$ cat src/rtl/mem_arb_pkg.sv
// Shared types and constants for the two-port memory arbiter.
package mem_arb_pkg;

    localparam int CNT_WIDTH      = 16;
    localparam int DEF_ADDR_WIDTH = 2;
    localparam int DEF_DATA_WIDTH = 8;

    typedef enum logic [1:0] {
        IDLE    = 2'd0,
        ISSUE   = 2'd1,
        RD_WAIT = 2'd2
    } arb_state_e;

endpackage

$ cat src/rtl/mem_arb_rr.sv
// Two-way round-robin picker: a lone requester always wins, a tie goes to
// the requester that was not granted last. The pointer advances on update.
module mem_arb_rr (
    input  logic       clk,
    input  logic       reset,
    input  logic [1:0] req,
    input  logic       update,
    output logic       gnt_idx
);

    logic last_q;
    logic last_d;

    // Choose the winner from the current requests and the last-granted pointer
    always_comb begin
        gnt_idx = 1'b0;
        if (req == 2'b11) begin
            gnt_idx = ~last_q;
        end else if (req[1]) begin
            gnt_idx = 1'b1;
        end
    end

    // Remember the winner only when the arbiter actually accepts a request
    always_comb begin
        last_d = last_q;
        if (update) begin
            last_d = gnt_idx;
        end
    end

    // Pointer register; starting at "last=1" lets m0 win the first tie
    always_ff @(posedge clk) begin
        if (reset) begin
            last_q <= 1'b1;
        end else begin
            last_q <= last_d;
        end
    end

endmodule

$ cat src/rtl/mem_arbiter.sv
// Two-requester memory arbiter with fully registered outputs.
// Optional grant counters are built when MEM_ARB_STATS_EN is defined.
module mem_arbiter
    import mem_arb_pkg::*;
#(
    parameter int ADDR_WIDTH = DEF_ADDR_WIDTH,
    parameter int DATA_WIDTH = DEF_DATA_WIDTH
) (
    input  logic                  clk,
    input  logic                  reset,
    input  logic                  m0_req,
    input  logic                  m0_wr,
    input  logic [ADDR_WIDTH-1:0] m0_addr,
    input  logic [DATA_WIDTH-1:0] m0_wdata,
    output logic                  m0_gnt,
    output logic                  m0_rvalid,
    output logic [DATA_WIDTH-1:0] m0_rdata,
    input  logic                  m1_req,
    input  logic                  m1_wr,
    input  logic [ADDR_WIDTH-1:0] m1_addr,
    input  logic [DATA_WIDTH-1:0] m1_wdata,
    output logic                  m1_gnt,
    output logic                  m1_rvalid,
    output logic [DATA_WIDTH-1:0] m1_rdata,
    output logic [ADDR_WIDTH-1:0] mem_addr,
    output logic                  mem_wr_en,
    output logic                  mem_rd_en,
    output logic [DATA_WIDTH-1:0] mem_wdata,
    input  logic [DATA_WIDTH-1:0] mem_rdata,
    output logic                  busy
`ifdef MEM_ARB_STATS_EN
    ,
    output logic [CNT_WIDTH-1:0]  m0_gnt_cnt,
    output logic [CNT_WIDTH-1:0]  m1_gnt_cnt
`endif
);

    arb_state_e            state_q, state_d;
    logic                  sel_q, sel_d;
    logic                  m0_gnt_q, m0_gnt_d;
    logic                  m1_gnt_q, m1_gnt_d;
    logic                  mem_wr_en_q, mem_wr_en_d;
    logic                  mem_rd_en_q, mem_rd_en_d;
    logic [ADDR_WIDTH-1:0] mem_addr_q, mem_addr_d;
    logic [DATA_WIDTH-1:0] mem_wdata_q, mem_wdata_d;
    logic                  m0_rvalid_q, m0_rvalid_d;
    logic                  m1_rvalid_q, m1_rvalid_d;
    logic [DATA_WIDTH-1:0] m0_rdata_q, m0_rdata_d;
    logic [DATA_WIDTH-1:0] m1_rdata_q, m1_rdata_d;
    logic                  busy_q, busy_d;
    logic                  rr_idx;
    logic                  rr_update;

    mem_arb_rr u_rr (
        .clk     (clk),
        .reset   (reset),
        .req     ({m1_req, m0_req}),
        .update  (rr_update),
        .gnt_idx (rr_idx)
    );

    // Next-state and next-output logic; the memory strobes, grant and
    // address/data are the captured request presented during ISSUE only
    always_comb begin
        state_d     = state_q;
        sel_d       = sel_q;
        rr_update   = 1'b0;
        m0_gnt_d    = 1'b0;
        m1_gnt_d    = 1'b0;
        mem_wr_en_d = 1'b0;
        mem_rd_en_d = 1'b0;
        mem_addr_d  = '0;
        mem_wdata_d = '0;
        m0_rvalid_d = 1'b0;
        m1_rvalid_d = 1'b0;
        m0_rdata_d  = m0_rdata_q;
        m1_rdata_d  = m1_rdata_q;
        case (state_q)
            IDLE: begin
                if (m0_req || m1_req) begin
                    state_d     = ISSUE;
                    sel_d       = rr_idx;
                    rr_update   = 1'b1;
                    m0_gnt_d    = ~rr_idx;
                    m1_gnt_d    = rr_idx;
                    mem_wr_en_d = rr_idx ? m1_wr : m0_wr;
                    mem_rd_en_d = ~mem_wr_en_d;
                    mem_addr_d  = rr_idx ? m1_addr : m0_addr;
                    mem_wdata_d = rr_idx ? m1_wdata : m0_wdata;
                end
            end
            ISSUE: begin
                state_d = mem_rd_en_q ? RD_WAIT : IDLE;
            end
            RD_WAIT: begin
                state_d = IDLE;
                if (sel_q) begin
                    m1_rvalid_d = 1'b1;
                    m1_rdata_d  = mem_rdata;
                end else begin
                    m0_rvalid_d = 1'b1;
                    m0_rdata_d  = mem_rdata;
                end
            end
            default: begin
                state_d = IDLE;
            end
        endcase
        busy_d = (state_d != IDLE);
    end

    // State and output registers; reset aborts any transaction in flight
    always_ff @(posedge clk) begin
        if (reset) begin
            state_q     <= IDLE;
            sel_q       <= 1'b0;
            m0_gnt_q    <= 1'b0;
            m1_gnt_q    <= 1'b0;
            mem_wr_en_q <= 1'b0;
            mem_rd_en_q <= 1'b0;
            mem_addr_q  <= '0;
            mem_wdata_q <= '0;
            m0_rvalid_q <= 1'b0;
            m1_rvalid_q <= 1'b0;
            m0_rdata_q  <= '0;
            m1_rdata_q  <= '0;
            busy_q      <= 1'b0;
        end else begin
            state_q     <= state_d;
            sel_q       <= sel_d;
            m0_gnt_q    <= m0_gnt_d;
            m1_gnt_q    <= m1_gnt_d;
            mem_wr_en_q <= mem_wr_en_d;
            mem_rd_en_q <= mem_rd_en_d;
            mem_addr_q  <= mem_addr_d;
            mem_wdata_q <= mem_wdata_d;
            m0_rvalid_q <= m0_rvalid_d;
            m1_rvalid_q <= m1_rvalid_d;
            m0_rdata_q  <= m0_rdata_d;
            m1_rdata_q  <= m1_rdata_d;
            busy_q      <= busy_d;
        end
    end

    assign m0_gnt    = m0_gnt_q;
    assign m1_gnt    = m1_gnt_q;
    assign mem_wr_en = mem_wr_en_q;
    assign mem_rd_en = mem_rd_en_q;
    assign mem_addr  = mem_addr_q;
    assign mem_wdata = mem_wdata_q;
    assign m0_rvalid = m0_rvalid_q;
    assign m1_rvalid = m1_rvalid_q;
    assign m0_rdata  = m0_rdata_q;
    assign m1_rdata  = m1_rdata_q;
    assign busy      = busy_q;

`ifdef MEM_ARB_STATS_EN
    localparam logic [CNT_WIDTH-1:0] CNT_MAX = '1;

    logic [CNT_WIDTH-1:0] m0_cnt_q, m0_cnt_d;
    logic [CNT_WIDTH-1:0] m1_cnt_q, m1_cnt_d;

    // Saturating per-requester grant counters, stepped alongside the grant
    always_comb begin
        m0_cnt_d = m0_cnt_q;
        m1_cnt_d = m1_cnt_q;
        if (m0_gnt_d && (m0_cnt_q != CNT_MAX)) begin
            m0_cnt_d = m0_cnt_q + CNT_WIDTH'(1);
        end
        if (m1_gnt_d && (m1_cnt_q != CNT_MAX)) begin
            m1_cnt_d = m1_cnt_q + CNT_WIDTH'(1);
        end
    end

    // Counter registers
    always_ff @(posedge clk) begin
        if (reset) begin
            m0_cnt_q <= '0;
            m1_cnt_q <= '0;
        end else begin
            m0_cnt_q <= m0_cnt_d;
            m1_cnt_q <= m1_cnt_d;
        end
    end

    assign m0_gnt_cnt = m0_cnt_q;
    assign m1_gnt_cnt = m1_cnt_q;
`else
    // Grant statistics are not built in this configuration.
`endif

endmodule

$ cat config.mk
export PLATFORM = sky130hd
export DESIGN_NAME = mem_arbiter
export DESIGN_NICKNAME = d
export VERILOG_FILES = /design/src/rtl/mem_arb_pkg.sv /design/src/rtl/mem_arb_rr.sv /design/src/rtl/mem_arbiter.sv
export SDC_FILE = /design/constraint.sdc
export NUM_CORES = 1
export LEC_CHECK = 0
export CAP_MARGIN = 20
export CORE_MARGIN = 3
export CORE_UTILIZATION = 30
export CTS_CLUSTER_SIZE = 28
export DETAILED_ROUTE_END_ITERATION = 10
export PLACE_DENSITY = 0.73
export RECOVER_POWER = 25
export SLEW_MARGIN = 0
export SYNTH_ARGS = -nofsm -noshare
export SYNTH_HDL_FRONTEND = slang
export SYNTH_SLANG_ARGS = --single-unit
$ cat constraint.sdc
create_clock -name clk -period 1.2 [get_ports clk]
set_input_delay 0.24 -clock clk [delete_from_list [all_inputs] [get_ports clk]]
set_output_delay 0.24 -clock clk [all_outputs]
set_load 0.1 [all_outputs]
## Word-level counts from Yosys, hierarchy flattened

Index checks and enable logic that the tools add are counted.

- Bits in registers: 37
- Input bits: 34
- Output and inout port bits: 33

- Mux-type cells: 12
- Equal/unequal tests: 3
- Bitwise logic cells: 7
- Reductions and logical operators: 8

Operator list:

| operator | count |
|---|---|
| 8-bit 2-to-1 mux | 1 |
| 1-bit 2-to-1 mux | 7 |
| 1-bit NOT | 7 |
| 2-bit 2-to-1 mux | 3 |
| 2-bit AND reduction | 3 |
| 2-bit == test (second input constant) | 2 |
| 2-bit case mux with 2 select lines | 1 |
| 3-bit OR reduction | 1 |
| 2-bit by 1-bit == test with 1-bit output (second input constant) | 1 |
| 2-bit zero test | 1 |
| 2-bit nonzero test | 1 |
| 2-bit OR reduction | 1 |
| 1-bit logical OR | 1 |

## Depth between registers and ports, before layout

Gate-level depths: netlist of run 1.

- Depth after elaboration: 4
- Depth in mapped cells: 4
- Depth with buffers taken out: 3

## Modules after synthesis

Synthesis of run 1 repeated with hierarchy kept, for this count alone.

- Cells, all modules: 138
- Area, all modules: 1321.3 um^2

Modules (own cells, without submodules):

| module | times used | sequential area each (um^2) | area each (um^2) | cells an instance |
|---|---|---|---|---|
| mem_arbiter | 1 | 720.7 | 1278.7 | 134 |
| mem_arb_rr | 1 | 20.0 | 42.5 | 4 |

## Least setup slack after synthesis of run 1

Ideal clock, no wire load.

- Path type: flip-flop to flip-flop
- From: reg mem_rd_en_q (netlist: mem_rd_en)
- To: reg busy_q (netlist: busy)
- Cell stages (with the launch flop): 4
- Library setup time: 58 ps
- Setup slack: -162 ps
- Arrival time: 1305 ps
- Period minus slack after synthesis: 1362 ps
- Path through: dfxtp_1 -> nand2_1 -> nor3_1 -> or2_1

- Longest elaborated chain between the ends: 3

Ends and longest elaborated chain:

| item | RTL line | RTL |
|---|---|---|
| start: declaration | mem_arbiter.sv:43 | `logic mem_rd_en_q, mem_rd_en_d;` |
| start signal: assignment | mem_arbiter.sv:134 | `mem_rd_en_q <= mem_rd_en_d;` |
| 2-bit 2-to-1 mux | mem_arbiter.sv:93 | `state_d = mem_rd_en_q ? RD_WAIT : IDLE;` |
| 2-bit case mux with 2 select lines | mem_arbiter.sv:78 | `case (state_q)` |
| 2-bit nonzero test | mem_arbiter.sv:109 | `busy_d = (state_d != IDLE);` |
| end signal: assignment | mem_arbiter.sv:141 | `busy_q <= busy_d;` |
| end: declaration | mem_arbiter.sv:50 | `logic busy_q, busy_d;` |

No other way between the ends.
A chain may end at the register's enable or synchronous reset.

==> run_results.csv, run 1 <==
group,metric,value,unit
power_and_ir_drop,power_frac_seq,0.464,
run_status,status,"finished, final reports clean",
clock_tree,postCtsHoldBufs,0,
floorplan,io_pins,67,
setup_path,required,1.38,ns
timing,final-setup-viol-count,0,
timing,fin_worst_skew,0.00472,ns
synthesis,ys.flop_type,"dfxtp_1",
floorplan,start_util,0.325,
timing,timing.final.crit_share,0.937,
timing,setup_tns,0,ns
setup_path,reg2reg_from,"sel_q$_SDFFE_PP0P_",
synthesis,yosys-top-cells-area,"dfxtp_1, mux2i_1, a22o_1",
hold_path,hold_class,"primary input to flop",
setup_path,regToRegEndpoint,"m0_rdata[7]$_SDFFE_PP0P_",
cells_and_area,area_delta_synth_final,100,%
setup_path,critPathLaunch,"reset",
global_route,grt_pass1_wl,5.56,mm
power_and_ir_drop,pwr-share-clk,0.304,
timing,rsz0062_at_grt,"yes",
timing,period_needed,1.12,ns
synthesis,synth_common_cells,"dfxtp_1, nor2_1, mux2i_1",
global_route,grt_max_degree,18,
drt,drt_first_iter_violations,32,
clock_tree,tritoncts,"yes",
floorplan,fp-row-count,22,
drt,wirelength,3.38,mm
drt,dr_total_vias,1081,
floorplan,die_h,70.4,µm
global_route,grt_overflow_total,0,
global_route,first_global_vias,1136,
synthesis,synth-seq-area-share,0.596,
synthesis,synthCells,107,
synthesis,synth_fp_nets,141,
synthesis,synth_area,1240,µm²
cells_and_area,layout-drive-gt1-share,0.397,
timing,slew_violations,0,
hold_path,hold_path_end,"m0_gnt$_SDFF_PP0_",
setup_path,worstSetupEndpointType,"flop",
timing,hold_ws,0.415,ns
placed_design,dpl.hpwl,2.52,mm
synthesis,async_flop_share,0,
clock_tree,clk_pin_slew_worst_paths,0.07,ns
clock_tree,cts_made_buffers,5,
clock_tree,cts_setup_buffers,0,
timing,fmax,889,MHz
synthesis,synth-edff-count,0,
power_and_ir_drop,p_per_area,1140,nW/µm²
power_and_ir_drop,p_comb_frac,0.232,
setup_path,crit_fanout,5,
power_and_ir_drop,intPower,2.03,mW
floorplan,fp.dieW,70.4,µm
clock_tree,cts_htree_levels,2,
setup_path,r2r_cells,4,
placed_design,portBuffers,66,
power_and_ir_drop,vdd.ir_drop.worst,0.607,mV
setup_path,worstSetupPathType,"primary input to flop",
cells_and_area,n_antenna_cell,0,
setup_path,crit_arrival,1.30,ns
cells_and_area,nFillCells,292,
drt,postRouteAntennaNets,0,
cells_and_area,nets,218,
power_and_ir_drop,switching_share,0.287,
synthesis,synth_top_cell_area_share,0.596,
floorplan,design.core.area,3830,µm²
hold_path,hp-start,"m0_req",
clock_tree,numClockSinks,37,
clock_tree,clockBufferDepth,2,
hold_path,worstHoldPathCells,2,
drt,route.detailed.wl_per_inst,14.6,µm
cells_and_area,final_area,2490,µm²
timing,tightestPinTransition,0.285,ns
placed_design,gp_congestion,0.779,
power_and_ir_drop,cellLeakagePower,1.05,nW
clock_tree,insertion_delay,0.29,ns
placed_design,postPlaceCellArea,2360,µm²
synthesis,yosysMostFrequentCell,"dfxtp_1",
power_and_ir_drop,switchingPower,0.817,mW
setup_path,r2r_setup_slack,0.08,ns
clock_tree,root_buffer,"clkbuf_8",
drt,first_pass_iters,5,
synthesis,yosys.area.top_type,"dfxtp_1",
synthesis,avgSynthCellArea,11.6,µm²
global_route,antenna_found_initial,0,
synthesis,ys_types,21,
setup_path,cp-start-kind,"primary input",
job,maxCapViolCount,0,
drt,drcViolationCount,0,
timing,slew_headroom,0.808,
drt,detail_route.vias_per_cell,4.66,
synthesis,yosysWarnings,0,
floorplan,die-area,4950,µm²
global_route,globalRouteTotalUtil,0.146,
timing,finalHoldViolations,0,
synthesis,ys_ff_latch,37,
-- state kept, by name, indices dropped and copies added, names as in the netlist --
register     flops
m1_gnt           1
state_q          2
m0_rdata         8
mem_wdata        8
mem_rd_en        1
u_rr.last_q      1
m1_rvalid        1
mem_wr_en        1
m0_gnt           1
mem_addr         2
m0_rvalid        1
sel_q            1
busy             1
m1_rdata         8
-- routing by layer --
| metal | part of all wire | GRT usage |
|---|---|---|
| met1 | 0.43 | 0.169 |
| met5 | 0 | 0 |
| met3 | 0.13 | 0.0849 |
| met2 | 0.42 | 0.222 |
| met4 | 0.015 | 0.0511 |
-- worst max path at each step --
stage / to / slack (ns) / depth (start not counted)
after detailed placement: mem_addr[0]$_SDFF_PP0_ / -0.42 / 4
after global placement: mem_wdata[5]$_SDFF_PP0_ / -0.34 / 4
after global routing: m0_rdata[2]$_SDFFE_PP0P_ / -0.01 / 4
after CTS: mem_addr[0]$_SDFF_PP0_ / -0.01 / 3
final: busy$_SDFF_PP0_ / 0.08 / 5
after floorplan: busy / 0.05 / 0
-- layout by cell type, fill, tap and decap left out, drive strengths merged, types with 2 or more instances in the layout --
master / n
a22o: 10
and2: 3
and3b: 2
buf: 42
clkbuf: 7
clkdlybuf4s50: 31
dfxtp: 37
mux2i: 17
nand2: 2
nor2: 18
nor3: 3
-- power by group through the flow --
stage / logic (mW) / clock network [mW] / registers [mW]
detailed placement: 0.655 / 0 / 1.35
CTS: 0.662 / 0.903 / 1.32
global placement: 0.649 / 0 / 1.34
finish: 0.661 / 0.864 / 1.32
global route: 0.683 / 0.948 / 1.32
floorplan: 0.0847 / 0 / 1.59
-- stage by stage --
| stage | setup slack [ns] | util | cells | total power, mW |
|---|---|---|---|---|
| floorplan | 0.0510 | - | 107 | 1.68 |
| global placement | -0.338 | 0.618 | 224 | 1.99 |
| detailed placement | -0.416 | 0.618 | 224 | 2.00 |
| global route | -0.0130 | 0.650 | 232 | 2.95 |
| CTS | -0.0128 | 0.645 | 232 | 2.88 |
| finish | 0.0755 | 0.650 | 232 | 2.84 |
-- worst max-delay path, stage by stage --
cell	delay, ns
clkdlybuf4s50_1	0.50
buf_4	0.14
inv_1	0.05
o211a_1	0.15
or2_1	0.21
-- layout make-up --
class	count	area [µm²]	share of cell area
inverters	1	3.75	0.00151
clock buffers	7	86.3	0.0347
well taps	48	60.1	0.0241
flip-flops and latches	37	767	0.308
repair buffers	75	1090	0.437
multi-input cells	64	483	0.194
-- logic make-up (layout without fill, tap and decap cells) --
group                  count (synthesis)  after routing  synth area share
AOI/OAI and AO/OA                     15             15             0.107
buffers and inverters                  7             83            0.0382
DFF                                   37             37             0.596
muxes                                 17             17             0.137
and+or+nand+nor                       31             32             0.123
-- repair_timing --
item / CTS / global route
gates resized for setup: 4 / 7
gates cloned: 1 / 0
setup endpoints to repair: 10 / 26
Power figures use the tool's default switching activity.
==> run 2: changes to the inputs <==
- GPL_ROUTABILITY_DRIVEN: not set -> 0
==> results of run 2 <==
Same layout as run 1: the final DEF is identical, and so are final timing and power.
